**src/rtl/md_pkg.sv**
```systemverilog
// Shared encodings for the multiply/divide HI/LO unit: request opcodes, FSM states
// and the divide latency helper.
package md_pkg;

  typedef enum logic [2:0] {
    MD_MULT  = 3'd0,
    MD_MULTU = 3'd1,
    MD_DIV   = 3'd2,
    MD_DIVU  = 3'd3,
    MD_MTHI  = 3'd4,
    MD_MTLO  = 3'd5
  } md_op_e;

  typedef enum logic [2:0] {
    StIdle,
    StMul,
    StDivPre,
    StDivIter,
    StDivPost
  } md_state_e;

  // Cycles from accept to the HI/LO update of a full-length divide.
  function automatic int unsigned div_latency(input int unsigned xlen);
    return xlen + 2;
  endfunction

endpackage

```
**src/rtl/md_div_iter.sv**
```systemverilog
// Restoring radix-2 divider core on unsigned magnitudes: one quotient bit per cycle,
// MSB first, XLEN iterations after start.
module md_div_iter #(
  parameter int unsigned XLEN = 32
) (
  input  logic            clk,
  input  logic            reset,
  input  logic            start,
  input  logic            abort,
  input  logic [XLEN-1:0] dividend,
  input  logic [XLEN-1:0] divisor,
  output logic            finish,
  output logic [XLEN-1:0] quotient,
  output logic [XLEN-1:0] remainder
);

  localparam int unsigned CntW = $clog2(XLEN + 1);

  logic [XLEN-1:0] rem_q, quo_q, dsr_q;
  logic [CntW-1:0] cnt_q;
  logic [XLEN:0]   partial;
  logic [XLEN-1:0] diff;
  logic            fits;

  // Shift the next dividend bit into the partial remainder and trial-subtract.
  always_comb begin
    partial = {rem_q, quo_q[XLEN-1]};
    fits    = partial >= {1'b0, dsr_q};
    diff    = partial[XLEN-1:0] - dsr_q;
  end

  always_ff @(posedge clk) begin
    if (reset || abort) begin
      rem_q <= '0;
      quo_q <= '0;
      dsr_q <= '0;
      cnt_q <= '0;
    end else if (start) begin
      rem_q <= '0;
      quo_q <= dividend;
      dsr_q <= divisor;
      cnt_q <= CntW'(XLEN);
    end else if (cnt_q != '0) begin
      rem_q <= fits ? diff : partial[XLEN-1:0];
      quo_q <= {quo_q[XLEN-2:0], fits};
      cnt_q <= cnt_q - 1'b1;
    end
  end

  // High during the cycle whose closing edge produces the last quotient bit.
  assign finish    = (cnt_q == CntW'(1));
  assign quotient  = quo_q;
  assign remainder = rem_q;

endmodule

```
**src/rtl/muldiv_hilo_unit.sv**
```systemverilog
// Multi-cycle multiply/divide unit with architectural HI/LO registers and flush.
// Define MUL_DIV_EARLY_EN to let trivial divides skip the iteration phase.
module muldiv_hilo_unit
  import md_pkg::*;
#(
  parameter int unsigned XLEN       = 32,
  parameter int unsigned MUL_STAGES = 2
) (
  input  logic            clk,
  input  logic            reset,
  input  logic            req_valid,
  output logic            req_ready,
  input  logic [2:0]      req_op,
  input  logic [XLEN-1:0] req_a,
  input  logic [XLEN-1:0] req_b,
  input  logic            flush,
  output logic            busy,
  output logic            done,
  output logic [XLEN-1:0] hi_out,
  output logic [XLEN-1:0] lo_out
);

  localparam int unsigned MulCntW = (MUL_STAGES > 1) ? $clog2(MUL_STAGES) : 1;

  md_state_e state_q, state_d;

  logic               accept;
  logic [XLEN-1:0]    a_q, b_q, hi_q, lo_q;
  logic               signed_q, done_q;
  logic [MulCntW-1:0] mul_cnt_q;
  logic               mul_last;

  logic [2*XLEN-1:0]  ext_a, ext_b, mul_comb, mul_result;

  logic [XLEN-1:0]    abs_a, abs_b, iter_quo, iter_rem, quo_fix, rem_fix;
  logic               div_zero, early_hit, early_q, q_neg_q, r_neg_q;
  logic               iter_start, iter_abort, iter_finish;

  assign accept   = req_valid && req_ready;
  assign mul_last = (state_q == StMul) && (mul_cnt_q == '0);

  // ---------------------------------------------------------------- FSM
  always_ff @(posedge clk) begin
    if (reset) begin
      state_q <= StIdle;
    end else begin
      state_q <= state_d;
    end
  end

  always_comb begin
    state_d = state_q;
    if (flush) begin
      state_d = StIdle;
    end else begin
      unique case (state_q)
        StIdle: begin
          if (req_valid) begin
            if (req_op == MD_MULT || req_op == MD_MULTU) begin
              state_d = StMul;
            end else if (req_op == MD_DIV || req_op == MD_DIVU) begin
              state_d = StDivPre;
            end
          end
        end
        StMul:     if (mul_cnt_q == '0) state_d = StIdle;
        StDivPre:  state_d = early_hit ? StDivPost : StDivIter;
        StDivIter: if (iter_finish) state_d = StDivPost;
        StDivPost: state_d = StIdle;
        default:   state_d = StIdle;
      endcase
    end
  end

  always_comb begin
    req_ready  = (state_q == StIdle) && !flush;
    busy       = (state_q != StIdle);
    iter_start = (state_q == StDivPre) && !flush && !early_hit;
    iter_abort = flush;
  end

  // ---------------------------------------------------------- operands
  always_ff @(posedge clk) begin
    if (reset) begin
      a_q       <= '0;
      b_q       <= '0;
      signed_q  <= 1'b0;
      mul_cnt_q <= '0;
    end else if (accept) begin
      a_q       <= req_a;
      b_q       <= req_b;
      signed_q  <= (req_op == MD_MULT) || (req_op == MD_DIV);
      mul_cnt_q <= MulCntW'(MUL_STAGES - 1);
    end else if (state_q == StMul && mul_cnt_q != '0) begin
      mul_cnt_q <= mul_cnt_q - 1'b1;
    end
  end

  // -------------------------------------------------------- multiplier
  // Sign/zero extension to the full width makes the truncated product exact.
  assign ext_a    = {{XLEN{signed_q & a_q[XLEN-1]}}, a_q};
  assign ext_b    = {{XLEN{signed_q & b_q[XLEN-1]}}, b_q};
  assign mul_comb = ext_a * ext_b;

  if (MUL_STAGES == 1) begin : g_mul_direct
    assign mul_result = mul_comb;
  end else begin : g_mul_pipe
    logic [2*XLEN-1:0] pipe_q [MUL_STAGES-1];
    always_ff @(posedge clk) begin
      pipe_q[0] <= mul_comb;
      for (int i = 1; i < MUL_STAGES - 1; i++) begin
        pipe_q[i] <= pipe_q[i-1];
      end
    end
    assign mul_result = pipe_q[MUL_STAGES-2];
  end

  // ----------------------------------------------------------- divider
  assign abs_a    = (signed_q && a_q[XLEN-1]) ? -a_q : a_q;
  assign abs_b    = (signed_q && b_q[XLEN-1]) ? -b_q : b_q;
  assign div_zero = (b_q == '0);

`ifdef MUL_DIV_EARLY_EN
  assign early_hit = div_zero || (abs_a < abs_b);
`else
  assign early_hit = 1'b0;
`endif

  always_ff @(posedge clk) begin
    if (reset) begin
      q_neg_q <= 1'b0;
      r_neg_q <= 1'b0;
      early_q <= 1'b0;
    end else if (state_q == StDivPre) begin
      q_neg_q <= signed_q && (a_q[XLEN-1] ^ b_q[XLEN-1]);
      r_neg_q <= signed_q && a_q[XLEN-1];
      early_q <= early_hit;
    end
  end

  md_div_iter #(
    .XLEN(XLEN)
  ) u_div_iter (
    .clk       (clk),
    .reset     (reset),
    .start     (iter_start),
    .abort     (iter_abort),
    .dividend  (abs_a),
    .divisor   (abs_b),
    .finish    (iter_finish),
    .quotient  (iter_quo),
    .remainder (iter_rem)
  );

  assign quo_fix = q_neg_q ? -iter_quo : iter_quo;
  assign rem_fix = r_neg_q ? -iter_rem : iter_rem;

  // ------------------------------------------------------------ HI/LO
  always_ff @(posedge clk) begin
    if (reset) begin
      hi_q   <= '0;
      lo_q   <= '0;
      done_q <= 1'b0;
    end else begin
      done_q <= 1'b0;
      if (accept && req_op == MD_MTHI) hi_q <= req_a;
      if (accept && req_op == MD_MTLO) lo_q <= req_a;
      if (!flush && mul_last) begin
        {hi_q, lo_q} <= mul_result;
        done_q       <= 1'b1;
      end
      if (!flush && state_q == StDivPost) begin
        done_q <= 1'b1;
        if (div_zero) begin
          lo_q <= '1;
          hi_q <= a_q;
        end else if (early_q) begin
          lo_q <= '0;
          hi_q <= a_q;
        end else begin
          lo_q <= quo_fix;
          hi_q <= rem_fix;
        end
      end
    end
  end

  assign done   = done_q;
  assign hi_out = hi_q;
  assign lo_out = lo_q;

endmodule

```
**config.mk**
```make
export PLATFORM = sky130hd
export DESIGN_NAME = muldiv_hilo_unit
export DESIGN_NICKNAME = d
export VERILOG_FILES = /design/src/rtl/md_pkg.sv /design/src/rtl/md_div_iter.sv /design/src/rtl/muldiv_hilo_unit.sv
export SDC_FILE = /design/constraint.sdc
export NUM_CORES = 2
export LEC_CHECK = 0
export ABC_AREA = 1
export CORE_MARGIN = 10
export CORE_UTILIZATION = 25
export DETAILED_ROUTE_END_ITERATION = 10
export PLACE_DENSITY = 0.4
export SYNTH_ARGS = -nofsm -noshare
export SYNTH_HDL_FRONTEND = slang
export SYNTH_SLANG_ARGS = --single-unit
```
**constraint.sdc**
```tcl
create_clock -name clk -period 23.3 [get_ports clk]
set_input_delay 2.33 -clock clk [delete_from_list [all_inputs] [get_ports clk]]
set_output_delay 2.33 -clock clk [all_outputs]
set_load 0.1 [all_outputs]
```
# Word-level counts from Yosys, hierarchy flattened
# Memories as Yosys holds them, arrays and structs flattened.
# Index checks and enable logic that the tools add are counted.
# classes
add_sub_neg	7
n_mul	1
n_lt_le_gt_ge	1
n_eq_ne	14
mux	27
bitwise	4
reduce_logical	29
# ops
cell	n
2-to-1 mux 32 bit	15
negation 32 bit	4
multiplier 33 x 33 -> 64 bit	1
>= comparator 33 x 32 -> 1 bit	1
zero test 32 bit	1
subtractor 32 bit	1
2-to-1 mux 3 bit	5
equality test 3 x 2 -> 1 bit, second input constant	4
logical AND 1 bit	12
2-to-1 mux 6 bit	2
one-hot mux 3 bit (4 select lines)	1
equality test 3 bit, second input constant	3
nonzero test 3 bit	3
equality test 3 x 1 -> 1 bit, second input constant	2
equality test 6 x 1 -> 1 bit, second input constant	1
zero test 3 bit	2
inequality test 2 bit, second input constant	3
nonzero test 6 bit	1
subtractor 6 x 1 -> 6 bit, second input constant	1
logical OR 1 bit	4
2-to-1 mux 1 bit	4
AND reduction 4 bit	1
nonzero test 2 bit	2
OR reduction 2 bit	2
other kinds (6)	7
# totals
register_bits	238
ram_bits	64
inputBits	71
out_inout_bits	67
word_cells	99
n_memories	1
# mem_list
name	depth	width	rd	rd_ports_with_merged_regs	wr	line	text
g_mul_pipe.pipe_q	1	64	1	0	1	muldiv_hilo_unit.sv:108	logic [2*XLEN-1:0] pipe_q [MUL_STAGES-1];

# Logic depth before layout (Yosys ltp)
# logic_depth
word_depth	7
mapped_depth	35
mapped_depth_nobuf	33

# Hierarchy
# Synthesis repeated with hierarchy kept, for this count alone.
# hier_totals
cells_unflattened	7893
area_unflattened_um2	57979.4
# modules_own_cells
module	n_inst	cells_per_inst	area_each_um2	seq_area_each_um2
muldiv_hilo_unit	1	6809	51270.4	4003.8
md_div_iter	1	1084	6708.9	2042.0

# Worst setup path before layout
# No wires, ideal clock.
# synth_timing
kind	reg2reg
startpoint	register a_q[31]
endpoint	memory g_mul_pipe.pipe_q[0][59] in the netlist's numbering
setup_ns	0.113
arrival_ns	7.670
required_ns	23.187
setup_slack_ns	15.518
path_stages_with_launch	29
path_buffers	4
period_less_slack_ns	7.782
path_cell_list	dfxtp_1 -> buf_2 -> nand2_1 -> buf_2 -> buf_2 -> buf_1 -> nor2_1 -> fa_1 -> fa_1 -> fa_1 -> inv_1 -> fa_1 -> inv_1 -> fa_1 -> fa_1 -> inv_1 -> fa_1 -> fa_1 -> inv_1 -> ha_1 -> nand2_1 -> nor2_1 -> inv_1 -> nor2_1 -> inv_1 -> nor4_1 -> nand2_1 -> nand4_1 -> nand2_1
# synth_via
elab_chain_len	2
# synth_lines
element	line	text
start: declaration	muldiv_hilo_unit.sv:28	logic [XLEN-1:0] a_q, b_q, hi_q, lo_q;
start signal: assignment	muldiv_hilo_unit.sv:90	a_q <= req_a;
bitwise AND 1 bit	muldiv_hilo_unit.sv:101	assign ext_a = {{XLEN{signed_q & a_q[XLEN-1]}}, a_q};
multiplier 33 x 33 -> 64 bit *	muldiv_hilo_unit.sv:103	assign mul_comb = ext_a * ext_b;
named net mul_comb[59]	muldiv_hilo_unit.sv:33	logic [2*XLEN-1:0] ext_a, ext_b, mul_comb, mul_result;
end: declaration	muldiv_hilo_unit.sv:108	
# Mark *: on every way through the listed nets, which the timed path passes. The rest lies on a longest branch.

# Worst setup path in the final report
# layout_timing
startpoint	register signed_q
endpoint	memory g_mul_pipe.pipe_q[0][55] in the netlist's numbering
# layout_via
elab_chain_len	2
elab_cells_between_ends	3
cone_classes	mul (1); bitwise (2)
# layout_lines
element	line	text
start: declaration	muldiv_hilo_unit.sv:29	logic signed_q, done_q;
start signal: assignment	muldiv_hilo_unit.sv:92	signed_q <= (req_op == MD_MULT) || (req_op == MD_DIV);
bitwise AND 1 bit (on tied branches)	muldiv_hilo_unit.sv:101, muldiv_hilo_unit.sv:102	
multiplier 33 x 33 -> 64 bit *	muldiv_hilo_unit.sv:103	
named net mul_comb[55]	muldiv_hilo_unit.sv:33	
# Marked as above.

==> results_dict.tcl <==
set metrics [dict create \
    chipHeight_um 504.3 \
    grt_pass1_vias 53700 \
    drc_errors 0 \
    hold_end "a_q[13]" \
    post_cts_buffers 0 \
    gp_congestion 0.9370 \
    core.rowCount 177 \
    yosysUniqueCellTypes 57 \
    min_from "a_q[13]" \
    post_cts_resized 0 \
    dr.first_iter.drc_count 4159 \
    setup-violations-final 0 \
    core_um2 233000 \
    die_area_um2 254300 \
    synth_area_um2 58630 \
    totalWireLength_mm 266.7 \
    arrival_ns 9.17 \
    start_kind "flop" \
    insertion_delay_ns 0.64 \
    crit_fanout 34 \
    tightest_slew_ns 1.277 \
    ctsHoldBuffers 0 \
    syn2layout_area_growth_pct 10.04 \
    yosys_warnings 0 \
    grt_max_degree 82 \
    placedCellCount 10990 \
    finalCritPeriodShare_pct 37.13 \
    cts_tree "yes" \
    pre_cts_ws_ns 14.66 \
    crit_path_end_kind "flop" \
    wl_per_cell_um 24.10 \
    final_max_slew_viol_count 0 \
    maxCapViolations 0 \
    grt_pass1_wl_mm 388.2 \
    post-route-min-period_ns 8.650 \
    finClkSkew_ns 0.03022 \
    io-pin-count 138 \
    cts_made_buffers 46 \
    r2r_end "g_mul_pipe.pipe_q[0][55]" \
    via_count 50960 \
    r2r_slack_ns 14.65 \
    worstSetupPathType "flop to flop" \
    syn_area_per_cell_um2 7.321 \
    ys_seq_area_share_pct 10.31 \
    syn_nets 9457 \
    hold_viol_final 0 \
    r2r-start "signed_q" \
    power_density_nw_per_um2 74.65 \
    hold_class "flop to flop" \
    ctsLongestPathBuffers 3 \
    cts.sinks 302 \
    fillCellCount 25970 \
    final_nets 9350 \
    ant_nets 0 \
    slew_headroom_pct 13.98 \
    vias_per_cell 4.603 \
    start_util_pct 25.17 \
    max_freq_mhz 115.6 \
    tns_ns 0 \
    required_ns 23.82 \
    postSynthCellCount 8009 \
    die_w_um 504.3 \
    stdcell_count 11070 \
    p_leak_nw 33.34 \
    min_path_cells 2 \
    gr-total-overflow 0 \
    clk_pin_slew_ns 0.06 \
    fin_ws_ns 14.65 \
    portBuffers 137 \
    grt_antenna_before_repair 17 \
    dp_hpwl_mm 211.5 \
    ctsRootBufferMaster "clkbuf_16" \
    drt-pass1-iter-count 8 \
    ys_seq_elements 302 \
    ir_drop_mv 0.2633 \
    grt_setup_unrepaired "no" \
    worstRegToRegCells 25 \
    grt_use_total_pct 20.63 \
    final_layout_size_suffix_gt1_share_pct 4.134 \
    outcome "finished clean" \
    h-tree-depth 2 \
]
cell usage in the layout (no fill, tap or decap), types with 5 or more instances in the layout:
master              n
a21o_1              5
a21oi_1           286
a31oi_1            32
buf_4              98
bufinv_16           6
clkbuf_1           11
clkbuf_16          46
clkbuf_8            9
clkdlybuf4s50_1   137
clkinv_2            6
dfxtp_1           259
dfxtp_2            40
fa_1             1125
ha_1              251
inv_1            1976
inv_2              19
nand2_1          2159
nand2_2            20
nand3_1           355
nand3_2            10
nand3b_1            7
nand4_1            49
nor2_1            433
nor2_2             20
nor2_4             13
nor3_1             31
nor3_2              5
nor4_1              5
o211ai_1           24
o211ai_2            5
o21ai_0           265
o21ai_1            26
o21bai_1           19
o221ai_1            7
or2_1               8
or2_2               5
xnor2_1            16
xor2_1            103
sequential cells by signal, indices dropped and copies added, names as in the netlist, 6 cells and up:
| signal | count |
|---|---|
| g_mul_pipe.pipe_q | 64 |
| a_q | 32 |
| b_q | 32 |
| hi_out | 32 |
| lo_out | 32 |
| u_div_iter.dsr_q | 32 |
| u_div_iter.quotient | 32 |
| u_div_iter.remainder | 32 |
| u_div_iter.cnt_q | 6 |
cells in the mapped netlist, drive strengths merged:
master	instances	area share, %
a21boi	3	0.038
nor3	36	0.35
or2	13	0.14
nand3b	8	0.11
clkbuf	203	1.3
a21o	5	0.064
buf	187	1.7
clkinv	1	0.0064
nor4	5	0.053
nand3	367	3.3
fa	1126	38
o21a	2	0.026
o211ai	29	0.41
o31ai	1	0.013
o21bai	20	0.26
nand4	51	0.58
dfxtp	302	10
inv	2000	13
and2	3	0.032
a31oi	32	0.34
nor3b	1	0.013
a211oi	1	0.013
a21oi	290	2.5
nor2	468	3.3
nand2	2181	14
xnor2	16	0.24
xor2	103	1.5
o22ai	2	0.021
and3	3	0.032
ha	251	5.4
o21ai	292	2.5
o221ai	7	0.10
power by group:
part | leakage [nW] | internal [W] | switching (W)
Clock | 0.770 | 0.000457 | 0.000305
Combinational | 30.1 | 0.000959 | 0.00237
Sequential | 2.49 | 0.000608 | 0.000115
Total | 33.3 | 0.00202 | 0.00279
metrics by stage:
step / utilization [%] / hold slack (ns) / power (W) / instance area [um2]
6_report: 27.69 / 0.4656 / 0.004816 / 64520
3_5_place_dp: 27.02 / 0.4547 / 0.004066 / 62950
2_1_floorplan: - / 0.4436 / 0.002850 / 58630
4_1_cts: 27.69 / 0.4631 / 0.004848 / 64510
3_3_place_gp: 27.02 / 0.4548 / 0.004071 / 62950
5_1_grt: 27.69 / 0.4943 / 0.005204 / 64510
cell families after synthesis:
kind of cell	share of synthesized area (%)
AND/OR/NAND/NOR	21.93
buffers and inverters	15.88
adder cells (fa/ha/maj)	43.80
AO/OA/AOI/OAI	6.298
flip-flops	10.31
XOR/XNOR	1.778
layout make-up:
type / count / area [um2] / area share [%]
timing repair buffer: 235 / 2107 / 3.266
sequential: 302 / 6107 / 9.466
clock inverter: 14 / 246.5 / 0.3821
antenna: 3 / 7.507 / 0.01164
multi-input combinational: 5316 / 43290 / 67.09
clock buffer: 66 / 1316 / 2.040
tap: 3132 / 3919 / 6.074
inverter: 2001 / 7526 / 11.67
worst max-delay path: stages, from the launching register on:
cell and delay, ns:
dfxtp_1 0.49, nand2_2 0.28, buf_4 0.39, inv_2 0.69, nand2_1 0.16, fa_1 0.58
fa_1 0.18, inv_1 0.05, fa_1 0.52, inv_1 0.06, fa_1 1.02, inv_1 0.30
fa_1 0.53, fa_1 0.55, inv_1 0.05, fa_1 0.45, fa_1 0.50, inv_1 0.04
ha_1 0.45, nand2_1 0.15, nor2_1 0.28, nand2_1 0.17, nor3_1 0.30, nand3_1 0.16
nand4_1 0.10, nand2_1 0.06
worst max-delay path by stage:
stage	slack, ns	end	from	depth (start not counted)
after floorplan	15.52	g_mul_pipe.pipe_q[0][59]	a_q[31]	28
after global placement	14.64	g_mul_pipe.pipe_q[0][57]	signed_q	25
after detailed placement	14.66	g_mul_pipe.pipe_q[0][55]	signed_q	25
after CTS	14.62	g_mul_pipe.pipe_q[0][55]	signed_q	25
after global routing	14.20	g_mul_pipe.pipe_q[0][55]	signed_q	25
final	14.65	g_mul_pipe.pipe_q[0][55]	signed_q	25
routing by layer:
metal / up-vias / GRT usage [%] / routed length, um
li1: 23120 / - / -
met1: 26160 / 28.28 / 119700
met2: 1401 / 34.58 / 125300
met3: 277 / 2.053 / 12960
met4: 2 / 5.561 / 8706
met5: - / 0 / 23
Note: power is estimated with default switching activity, not from simulation.
